[config.mk]
export PLATFORM = sky130hd
export DESIGN_NAME = inta_sequencer
export DESIGN_NICKNAME = d
export VERILOG_FILES = /design/src/rtl/inta_sequencer.sv
export SDC_FILE = /design/constraint.sdc
export NUM_CORES = 1
export LEC_CHECK = 0
export ABC_CLOCK_PERIOD_IN_PS = 1980
export CAP_MARGIN = 25
export CORE_UTILIZATION = 37
export CTS_CLUSTER_DIAMETER = 50
export DETAILED_ROUTE_END_ITERATION = 12
export GPL_TIMING_DRIVEN = 0
export PLACE_DENSITY = 0.66
export SYNTH_ARGS = -nofsm -noshare
export SYNTH_HDL_FRONTEND = slang
export SYNTH_SLANG_ARGS = --single-unit
[constraint.sdc]
create_clock -name clk -period 1.98 [get_ports clk]
set_input_delay 0.495 -clock clk [delete_from_list [all_inputs] [get_ports clk]]
set_output_delay 0.495 -clock clk [all_outputs]
set_load 0.1 [all_outputs]
[src/rtl/inta_sequencer.sv]
`default_nettype none
// +--------------------------------------------------------------------------+
// | Module  : inta_sequencer                                                 |
// | Purpose : Interrupt-acknowledge sequencer that drives INT, places the    |
// |           vector byte on two INTA pulses and pulses ISR set/clear lines. |
// | Options : INTA_SYNC_EN adds a synchronizer flop ahead of INTA sampling.  |
// | Revision: 1.0  initial release                                           |
// +--------------------------------------------------------------------------+
module inta_sequencer #(
    parameter int VECTOR_HI_W = 5,
    parameter int LEVEL_W     = 3
) (
    input  logic                             clk,
    input  logic                             rst_n,
    input  logic                             INTA,
    input  logic                             intReq,
    input  logic [LEVEL_W-1:0]               irLevel,
    input  logic [VECTOR_HI_W-1:0]           TReg,
    input  logic                             AEOI,
    output logic                             INT,
    output logic [VECTOR_HI_W+LEVEL_W-1:0]   dataBus,
    output logic                             dataOE,
    output logic [(1<<LEVEL_W)-1:0]          setISR,
    output logic [(1<<LEVEL_W)-1:0]          clearISR,
    output logic                             freezeIRR,
    output logic                             spurious
);

    localparam int c_BUS_W   = VECTOR_HI_W + LEVEL_W;
    localparam int c_NUM_LVL = 1 << LEVEL_W;

    localparam logic [LEVEL_W-1:0]   c_SPUR_LEVEL = {LEVEL_W{1'b1}};
    localparam logic [c_NUM_LVL-1:0] c_ONE_HOT    = {{(c_NUM_LVL-1){1'b0}}, 1'b1};

    localparam logic [2:0] S_IDLE = 3'd0;
    localparam logic [2:0] S_REQ  = 3'd1;
    localparam logic [2:0] S_ACK1 = 3'd2;
    localparam logic [2:0] S_GAP  = 3'd3;
    localparam logic [2:0] S_ACK2 = 3'd4;
    localparam logic [2:0] S_EOI  = 3'd5;

    logic [2:0]           state_q,     state_d;
    logic [LEVEL_W-1:0]   level_q,     level_d;
    logic                 spur_cyc_q,  spur_cyc_d;
    logic                 inta_smp_q,  inta_smp_d;
    logic                 inta_dly_q,  inta_dly_d;
    logic                 int_q,       int_d;
    logic [c_BUS_W-1:0]   data_bus_q,  data_bus_d;
    logic                 data_oe_q,   data_oe_d;
    logic [c_NUM_LVL-1:0] set_isr_q,   set_isr_d;
    logic [c_NUM_LVL-1:0] clear_isr_q, clear_isr_d;
    logic                 freeze_q,    freeze_d;
    logic                 spurious_q,  spurious_d;

    logic w_inta_in;
    logic w_fall;
    logic w_rise;

`ifdef INTA_SYNC_EN
    // Extra stage in front of the sampling register: one more cycle per edge.
    logic inta_meta_q, inta_meta_d;

    always_comb begin : p_sync_comb
        inta_meta_d = INTA;
        w_inta_in   = inta_meta_q;
    end

    always_ff @(posedge clk) begin : p_sync_reg
        if (!rst_n) begin
            inta_meta_q <= 1'b1;
        end else begin
            inta_meta_q <= inta_meta_d;
        end
    end
`else
    always_comb begin : p_sync_comb
        w_inta_in = INTA;
    end
`endif

    always_comb begin : p_edge_comb
        inta_smp_d = w_inta_in;
        inta_dly_d = inta_smp_q;
        w_fall     = inta_dly_q & ~inta_smp_q;
        w_rise     = ~inta_dly_q & inta_smp_q;
    end

    always_ff @(posedge clk) begin : p_state_reg
        if (!rst_n) begin
            state_q     <= S_IDLE;
            level_q     <= '0;
            spur_cyc_q  <= 1'b0;
            inta_smp_q  <= 1'b1;
            inta_dly_q  <= 1'b1;
            int_q       <= 1'b0;
            data_bus_q  <= '0;
            data_oe_q   <= 1'b0;
            set_isr_q   <= '0;
            clear_isr_q <= '0;
            freeze_q    <= 1'b0;
            spurious_q  <= 1'b0;
        end else begin
            state_q     <= state_d;
            level_q     <= level_d;
            spur_cyc_q  <= spur_cyc_d;
            inta_smp_q  <= inta_smp_d;
            inta_dly_q  <= inta_dly_d;
            int_q       <= int_d;
            data_bus_q  <= data_bus_d;
            data_oe_q   <= data_oe_d;
            set_isr_q   <= set_isr_d;
            clear_isr_q <= clear_isr_d;
            freeze_q    <= freeze_d;
            spurious_q  <= spurious_d;
        end
    end

    always_comb begin : p_next_state
        state_d    = state_q;
        level_d    = level_q;
        spur_cyc_d = spur_cyc_q;
        case (state_q)
            S_IDLE: begin
                if (intReq) begin
                    state_d = S_REQ;
                end
            end
            S_REQ: begin
                // A request that vanished before the first acknowledge still
                // completes the bus cycle, but with the spurious level.
                if (w_fall) begin
                    state_d    = S_ACK1;
                    level_d    = intReq ? irLevel : c_SPUR_LEVEL;
                    spur_cyc_d = ~intReq;
                end
            end
            S_ACK1: begin
                if (w_rise) begin
                    state_d = S_GAP;
                end
            end
            S_GAP: begin
                if (w_fall) begin
                    state_d = S_ACK2;
                end
            end
            S_ACK2: begin
                if (w_rise) begin
                    state_d = AEOI ? S_EOI : S_IDLE;
                end
            end
            S_EOI: begin
                state_d = S_IDLE;
            end
            default: begin
                state_d = S_IDLE;
            end
        endcase
    end

    // Outputs are decoded from the upcoming state so every output is a flop
    // that changes on the same edge as the state register.
    always_comb begin : p_output_comb
        int_d       = (state_d == S_REQ);
        data_oe_d   = (state_d == S_ACK2);
        freeze_d    = (state_d == S_ACK1) || (state_d == S_GAP) ||
                      (state_d == S_ACK2) || (state_d == S_EOI);
        data_bus_d  = data_bus_q;
        set_isr_d   = '0;
        clear_isr_d = '0;
        spurious_d  = 1'b0;
        if (state_d == S_ACK2) begin
            data_bus_d = {TReg, level_d};
        end
        if ((state_q == S_REQ) && (state_d == S_ACK1)) begin
            if (intReq) begin
                set_isr_d = c_ONE_HOT << level_d;
            end else begin
                spurious_d = 1'b1;
            end
        end
        if ((state_d == S_EOI) && !spur_cyc_q) begin
            clear_isr_d = c_ONE_HOT << level_q;
        end
    end

    always_comb begin : p_output_drive
        INT       = int_q;
        dataBus   = data_bus_q;
        dataOE    = data_oe_q;
        setISR    = set_isr_q;
        clearISR  = clear_isr_q;
        freezeIRR = freeze_q;
        spurious  = spurious_q;
    end

endmodule
`default_nettype wire

# ---- Word level (Yosys, flattened, before mapping)
# Index checks and enable logic that the tools add are counted.
dict set report classes {
  n_shift 2
  n_mux 11
  reduce_logical 11
  n_bitwise 5
  n_eq_ne 9
}
# cell count
set ops {}
lappend ops {{$mux 3} 9}
lappend ops {{$shl 1x3->8 const A} 2}
lappend ops {{$pmux 3 s5} 1}
lappend ops {{$eq 3x2->1 const B} 4}
lappend ops {{$eq 3x3->1 const B} 3}
lappend ops {{$eq 3x1->1 const B} 2}
lappend ops {{$reduce_and 2->1} 3}
lappend ops {{$logic_not 3->1} 1}
lappend ops {{$logic_or 1x1->1} 3}
lappend ops {{$not 1->1} 3}
lappend ops {{$reduce_and 3->1} 1}
lappend ops {{$and 1x1->1} 2}
lappend ops {{$logic_and 1x1->1} 2}
lappend ops {{$logic_not 1->1} 1}
lappend ops {{$mux 1} 1}
dict set report word_totals {
  inputBits 13
  wordCells 50
  regBits 37
  out_inout_bits 28
}

# ---- Depth between registers and ports, before layout
# Gate-level depths: netlist of the first run.
dict set report depth {
  ltp_word 8
  mapped_depth 6
  ltp_nobuf 5
}

# ---- Worst setup path after synthesis of the first run
# OpenSTA, ideal clock, no wires.
dict set report synth_path {
  kind {register to register}
  startpoint {register state_q[1]}
  endpoint {register data_bus_q[2] (netlist: dataBus[2])}
  required_ps 1859
  path_slack_ps 236
  path_buffers 1
  arrival_ps 1624
  stages_incl_launch_ff 6
  path_cell_list {dfxtp_1 -> buf_6 -> nor3b_1 -> o21ai_0 -> a21oi_4 -> mux2_2}
}
dict set report synth_via {
  elab_chain_len 3
  word_cells_on_any_way 13
}
# item line_no
set synth_rtl {}
lappend synth_rtl {{from (decl)} 42} ;# logic [2:0] state_q, state_d;
lappend synth_rtl {{from (signal assigned)} 103} ;# state_q <= state_d;
lappend synth_rtl {{$eq 3x3->1 (tied with other cells)} 122} ;# case (state_q)
lappend synth_rtl {{$pmux 3 s5} 122}
lappend synth_rtl {{$eq 3x3->1} 172} ;# if (state_d == S_ACK2) begin
lappend synth_rtl {{to (signal assigned)} 109} ;# data_bus_q <= data_bus_d;
lappend synth_rtl {{to (decl)} 48} ;# logic [c_BUS_W-1:0] data_bus_q, data_bus_d;
# Several ways; a longest one is shown, not always the timed one.
# A chain may end at the register's enable or synchronous reset.

# ---- Worst setup path after layout of the first run
dict set report layout_path {
  startpoint {input intReq}
  endpoint {register set_isr_q[3] (netlist: setISR[3])}
}
dict set report layout_via {
  elab_chain_len 5
  word_cells_on_any_way 9
}
# item line_no
set layout_rtl {}
lappend layout_rtl {{from (decl)} 16} ;# input logic intReq,
lappend layout_rtl {{$mux 3} 124} ;# if (intReq) begin
lappend layout_rtl {{$pmux 3 s5} 122}
lappend layout_rtl {{$eq 3x2->1} 175} ;# if ((state_q == S_REQ) && (state_d == S_ACK1)) begin
lappend layout_rtl {{$logic_and 1x1->1} 175}
lappend layout_rtl {{$reduce_and 3->1 (no source line)} n/a}
lappend layout_rtl {{to (signal assigned)} 111} ;# set_isr_q <= set_isr_d;
lappend layout_rtl {{to (decl)} 50} ;# logic [c_NUM_LVL-1:0] set_isr_q, set_isr_d;
# Several ways; a longest one is shown, not always the timed one.

==> results of run 1 <==
layout by cell type (no fill, tap or decap), types with 2 or more instances in the layout:
cell type and count:
clkbuf_1 2, mux2_2 3, o21ai_0 4, mux2i_1 9
buf_4 5, inv_1 4, clkbuf_2 6, a21oi_1 2
clkdlybuf4s50_1 12, nand2_1 16, nor3_1 7, nand2b_1 7
and2_1 3, clkdlybuf4s15_2 22, and3_1 4, nor2_1 9
dfxtp_1 37, clkbuf_4 5
per-stage QoR:
step | instance area [um^2] | setup TNS [ps] | util (%) | cells | worst slack (ps)
2_1_floorplan | 1340 | 0 | - | 129 | 236
3_3_place_gp | 1800 | -6760 | 53.0 | 215 | -366
3_5_place_dp | 1800 | -6980 | 53.0 | 215 | -379
4_1_cts | 1930 | 0 | 56.9 | 225 | 2.61
5_1_grt | 1940 | 0 | 57.4 | 228 | 7.59
6_report | 1940 | 0 | 57.4 | 228 | 88.2
path summary, 6_finish.rpt:
path,start,end
setup / recovery,intReq,setISR[3]
hold / removal,dataBus[4],dataBus[4]
setup reg to reg,state_q[0],setISR[3]
hold reg to reg,dataBus[4],dataBus[4]
layer usage:
| layer | wire length (um) | track usage (%) | vias up |
|---|---|---|---|
| met2 | 1340 | 26.8 | 36 |
| met4 | 15 | 5.81 | 0 |
| li1 | - | - | 551 |
| met1 | 1230 | 17.3 | 509 |
| met3 | 208 | 7.17 | 2 |
| met5 | 0 | 0 | - |
worst register-to-register path: stages, from the launching register on:
cell	delay, ps
dfxtp_1	520
nand2b_4	90
nor3_4	320
nand2_4	100
or4b_4	560
nor3_1	170
synthesized netlist by cell type, types with 2 or more instances:
| cell type | number | share of area, % |
|---|---|---|
| nand2_1 | 16 | 4.5 |
| inv_1 | 4 | 1.1 |
| a21oi_1 | 2 | 0.75 |
| nor3b_1 | 2 | 1.1 |
| nor3_1 | 7 | 2.6 |
| dfxtp_1 | 37 | 55 |
| clkbuf_1 | 2 | 0.56 |
| nand2b_1 | 7 | 3.3 |
| and3_1 | 4 | 1.9 |
| mux2i_1 | 9 | 6.7 |
| o21ai_0 | 5 | 1.9 |
| nor2_1 | 9 | 2.5 |
| and2_1 | 3 | 1.4 |
| mux2_2 | 3 | 2.5 |
cells by family after synthesis:
kind of cell | Yosys count
and+or+nand+nor | 59
DFF | 37
AOI/OAI and AO/OA | 13
muxes | 12
buffers and inverters | 7
xor gates and xnor gates | 1
sequential cells by signal, indices dropped and copies added (netlist names):
name	cells
dataBus	8
freezeIRR	1
inta_dly_d	1
INT	1
spurious	1
inta_dly_q	1
spur_cyc_q	1
level_q	3
dataOE	1
state_q	3
clearISR	8
setISR	8
where the power goes:
group	leakage, nW	total (mW)	internal [mW]	switching [mW]
clock	0.0414	0.519	0.267	0.251
sequential	0.299	0.770	0.757	0.0128
combinational	0.396	0.144	0.0571	0.0869
total	0.737	1.43	1.08	0.351
timing repair:
| item | in CTS | in global routing |
|---|---|---|
| setup buffers | 2 | 3 |
| pin swaps | 1 | 1 |
| endpoints found under the setup margin | 31 | 32 |
| gates resized for setup | 79 | 12 |
final cells by class:
cell class / instances / area share, %
Timing Repair Buffer: 45 / 22.4
Tap cell: 46 / 2.96
Clock buffer: 5 / 1.93
Buffer: 3 / 0.965
Multi-Input combinational cell: 85 / 30.5
Inverter: 4 / 0.772
Clock inverter: 3 / 2.38
Sequential cell: 37 / 38.1
==> run_results.csv, run 1 <==
group,metric,value,unit
synth,synth-xor-area-share,0.654,%
place,port_buffers,40,
hold_path,hold_class,"flop to flop",
worst_setup_path,startpoint_type,"input port",
floorplan,ioPinCount,41,
synth,async_flop_share,0,%
worst_setup_path,r2r_cells,5,
run_status,status,"finished, final reports clean",
sta,max_freq,529,MHz
sta,fin_skew,21.1,ps
worst_setup_path,cp.depth,5,
global_route,grt_usage,15.8,%
finish,drive_above_1_share,30.2,%
finish,multi_input_area,593,um^2
global_route,grt_pass1_wl,4.75,mm
cts,clk_pin_slew_worst_paths,110,ps
sta,report.final.slew_viol_count,0,
finish,nets,194,
place,gp_congestion,0.839,
synth,ys_warn_count,0,
cts,clock_path_buffers,2,
synth,ys_types,33,
worst_setup_path,crit_path_end_kind,"flop",
pwr,total_power,1.43,mW
detailed_routing,num_vias,1098,
sta,period_minus_slack,1890,ps
detailed_routing,via_per_inst,4.82,
synth,synthSimpleGateAreaFrac,25.3,%
sta,setup_viol,0,
worst_setup_path,crit_buf_inv,1,
worst_setup_path,r2r_slack,160,ps
worst_setup_path,required,2230,ps
finish,nFillCells,312,
global_route,antenna_found_initial,0,
global_route,grt_max_degree,14,
cts,clkSinkCount,37,
synth,synth_compound_area_share,6.92,%
floorplan,dieArea,3860,um^2
worst_setup_path,worstPathMaxFanout,6,
floorplan,core_area,3390,um^2
detailed_routing,drc_errors,0,
cts,cts_made_buffers,5,
worst_setup_path,arrival,2150,ps
cts,insertion_delay,340,ps
floorplan,rows,21,
synth,synth.area.mux_share,9.25,%
floorplan,start_util,39.5,%
synth,synth_cells,129,
cts,hold_buffers,0,
finish,syn_to_final_growth,45.2,%
global_route,grt_overflow,0,
global_route,first_global_vias,1058,
cts,htreeDepth,2,
finish,insertedDiodeCount,0,
cts,cts_root_buffer,"clkbuf_4",
detailed_routing,ant_nets,0,
hold_path,hold_depth,2,
floorplan,die_h,62.2,um
worst_setup_path,critical_path.slowest_cell,"clkdlybuf4s50_1",
worst_setup_path,path_class,"input port to flop",
sta,hold_violations,0,
detailed_routing,drt-initial-drc-count,11,
cts,cts_tree,"yes",
synth,ys_seq_area_share,55.3,%
synth,synth_area_per_cell,10.4,um^2
worst_setup_path,critPathTopFamily,"simple AND/OR/NAND/NOR gates",
pwr,p_leak,0.737,nW
pwr,power_density,737,nW/um^2
sta,grt_setup_unrepaired,"no",
sta,slew_headroom,62.6,%
detailed_routing,routed_wirelength,2.79,mm
pwr,ir_drop,0.404,mV
synth,yosys.area_share.adder,0,%
detailed_routing,wl_per_cell,12.2,um
job,maxCapViolations,0,
synth,ys.flop_type,"dfxtp_1",
synth,synth_seq_cells,37,
floorplan,die_w,62.2,um
sta,timing.final.crit_share,95.5,%
place,hpwl,1.99,mm
synth,synth_edf_count,0,
finish,seq_area,741,um^2
synth,syn-num-nets,142,
synth,synth_top_family_by_area,"simple AND/OR/NAND/NOR gates",
sta,holdWs,461,ps
detailed_routing,first_pass_iters,4,
worst_setup_path,cp_slowest_stage_delay,560,ps
worst_setup_path,crit_chain,"clkdlybuf4s50_1 -> a22oi_2 -> o21bai_4 -> or4b_4 -> nor3_1",
synth,syn-cell-area,1340,um^2
sta,tightest_slew,564,ps
(Power assumes the default switching activity.)
==> run 2: changes to the inputs <==
--- a/config.mk
+++ b/config.mk
@@ -8,7 +8,6 @@
 export ABC_CLOCK_PERIOD_IN_PS = 1980
 export CAP_MARGIN = 25
 export CORE_UTILIZATION = 37
-export CTS_CLUSTER_DIAMETER = 50
 export DETAILED_ROUTE_END_ITERATION = 12
 export GPL_TIMING_DRIVEN = 0
 export PLACE_DENSITY = 0.66
==> results of run 2 <==
No change in the layout: final DEF, timing and power equal those of run 1.
==> RTL edit: new RTL, config.mk and constraints of run 1 <==
The parameter `LEVEL_W` goes from 3 to 4.
--- a/src/rtl/inta_sequencer.sv
+++ b/src/rtl/inta_sequencer.sv
@@ -9,5 +9,5 @@
 module inta_sequencer #(
     parameter int VECTOR_HI_W = 5,
-    parameter int LEVEL_W     = 3
+    parameter int LEVEL_W     = 4
 ) (
     input  logic                             clk,
Interface: changed (resized clearISR, dataBus, irLevel and setISR); port bits go from 41 to 59. No check against the original RTL was run, so the function may have changed too.
==> RTL edit against run 1 <==
Setup slack got worse by 62 ps; cell area rose by 42%; sequential share of layout area rose by 1.7 points; area after synthesis rose by 49%; count of clock-buffer cells in the layout rose by 2; worst hold slack improved by 4.1 ps; sequential power rose by 48%; wire length rose by 49%; critical path depth fell by 4; power rose by 34%; via count rose by 50%; sequential cell count rose by 18; clock skew fell by 10 ps.
==> RTL edit: results (changes against run 1) <==
| Metric | Value |
|---|---|
| Placed Cells | 330 (was 215) |
| Seq pwr | 1.14 mW (was 0.770 mW) |
| First-pass GRT wire length | 7000 um (was 4750 um) |
| Avg WL per Cell | 12.2 um (about the same) |
| Buffering overhead | 0.226 (was 0.234) |
| Peak supply drop | 0.314 mV (was 0.404 mV) |
| Post-CTS sizing | 69 (was 79) |
| Nets@finish | 284 (was 194) |
| Vias in the first global route | 1562 (was 1058) |
| Area contributors post-synth | dfxtp_1, nor4_1, nor2_1 (was dfxtp_1, mux2i_1, nand2_1) |
| Crit Path Max Fanout | 1 (was 6) |
| LEAKAGE | 1.03 nW (was 0.737 nW) |
| Final WL | 4150 um (was 2790 um) |
| Layout filler cell count | 514 (was 312) |
| Clock Skews | 10.7 ps (was 21.1 ps) |
| Clock network share of area | 0.0294 (was 0.0431) |
| Signal buffers | 72 (was 48) |
| Multi-input combinational cell area | 850 um2 (was 593 um2) |
| Mux contribution to synthesized area | 0.0552 (was 0.0925) |
| Clk network pwr share | 0.307 (was 0.362) |
| DP Area | 0.00266 mm2 (was 0.00180 mm2) |
| Outcome | complete, no violations (unchanged) |
| Setup bufs post-CTS | 3 (was 2) |
| Switch Pwr | 0.482 mW (was 0.351 mW) |
| Compound-gate portion of the synthesized area | 0.0815 (was 0.0692) |
| Seq/Total Area, Yosys | 0.552 (was 0.553) |
| Post-place setup slack | -462 ps (was -379 ps) |
| CP arrival | 1460 ps (was 2150 ps) |
| Syn Nets | 216 (was 142) |
| XOR/XNOR Fraction of Synth Area | 0.00439 (was 0.00654) |
| Mapped Avg Cell Area | 9.88 um2 (was 10.4 um2) |
| Num sequential | 55 (was 37) |
| Global Route Usage Sum | 0.163 (was 0.158) |
| Clk pwr | 0.589 mW (was 0.519 mW) |
| Die W | 75.4 um (was 62.2 um) |
| #MultiIn Comb | 130 (was 85) |
| Worst-path clk slew | 90 ps (was 110 ps) |
| GPL Wtd Cong | 0.791 (was 0.839) |
| Port bufs | 58 (was 40) |
| Root buf cell | clkbuf_8 (was clkbuf_4) |
| CLK BUF | 7 (was 5) |
| Synth cell count leaders | dfxtp_1, nor2_1, nand2_1, nor4_1, nand3_1 (was dfxtp_1, nand2_1, mux2i_1, nor2_1) |
| Worst skew pair latency | 310 ps (was 340 ps) |
| CP max stage cell | clkdlybuf4s15_1 (was clkdlybuf4s50_1) |
-- RTL edit: cell types whose count changed in the layout (fill, tap and decap cells not counted), sizes merged, moves of 5 or more --
cell           change
clkbuf            +10
nand2b             -6
nor2              +14
nand3b             +6
clkdlybuf4s15     +11
nor4              +15
dfxtp             +18
nand3             +10
nor3               -6
nor2b              +5
-- RTL edit: metal layers --
layer	GRT usage	vias up	wire [um]
met2	0.264	44	1880
li1	-	849	-
met4	0.0679	0	48
met3	0.0397	5	244
met5	0	-	0
met1	0.209	754	1970
-- RTL edit: path summary, 6_finish.rpt --
| path | from | end | slack [ps] | cells past startpoint |
|---|---|---|---|---|
| max reg2reg | state_q[0] | dataBus[1] | 120 | 5 |
| min reg2reg | dataBus[4] | dataBus[4] | 460 | 2 |
| min | dataBus[4] | dataBus[4] | 460 | 2 |
| max | spurious | spurious | 30 | 1 |
-- RTL edit: per-stage QoR --
stage	util	hold WS, ps
floorplan	-	492
global placement	0.518	441
detailed placement	0.518	450
CTS	0.539	468
global route	0.538	492
finish	0.538	465
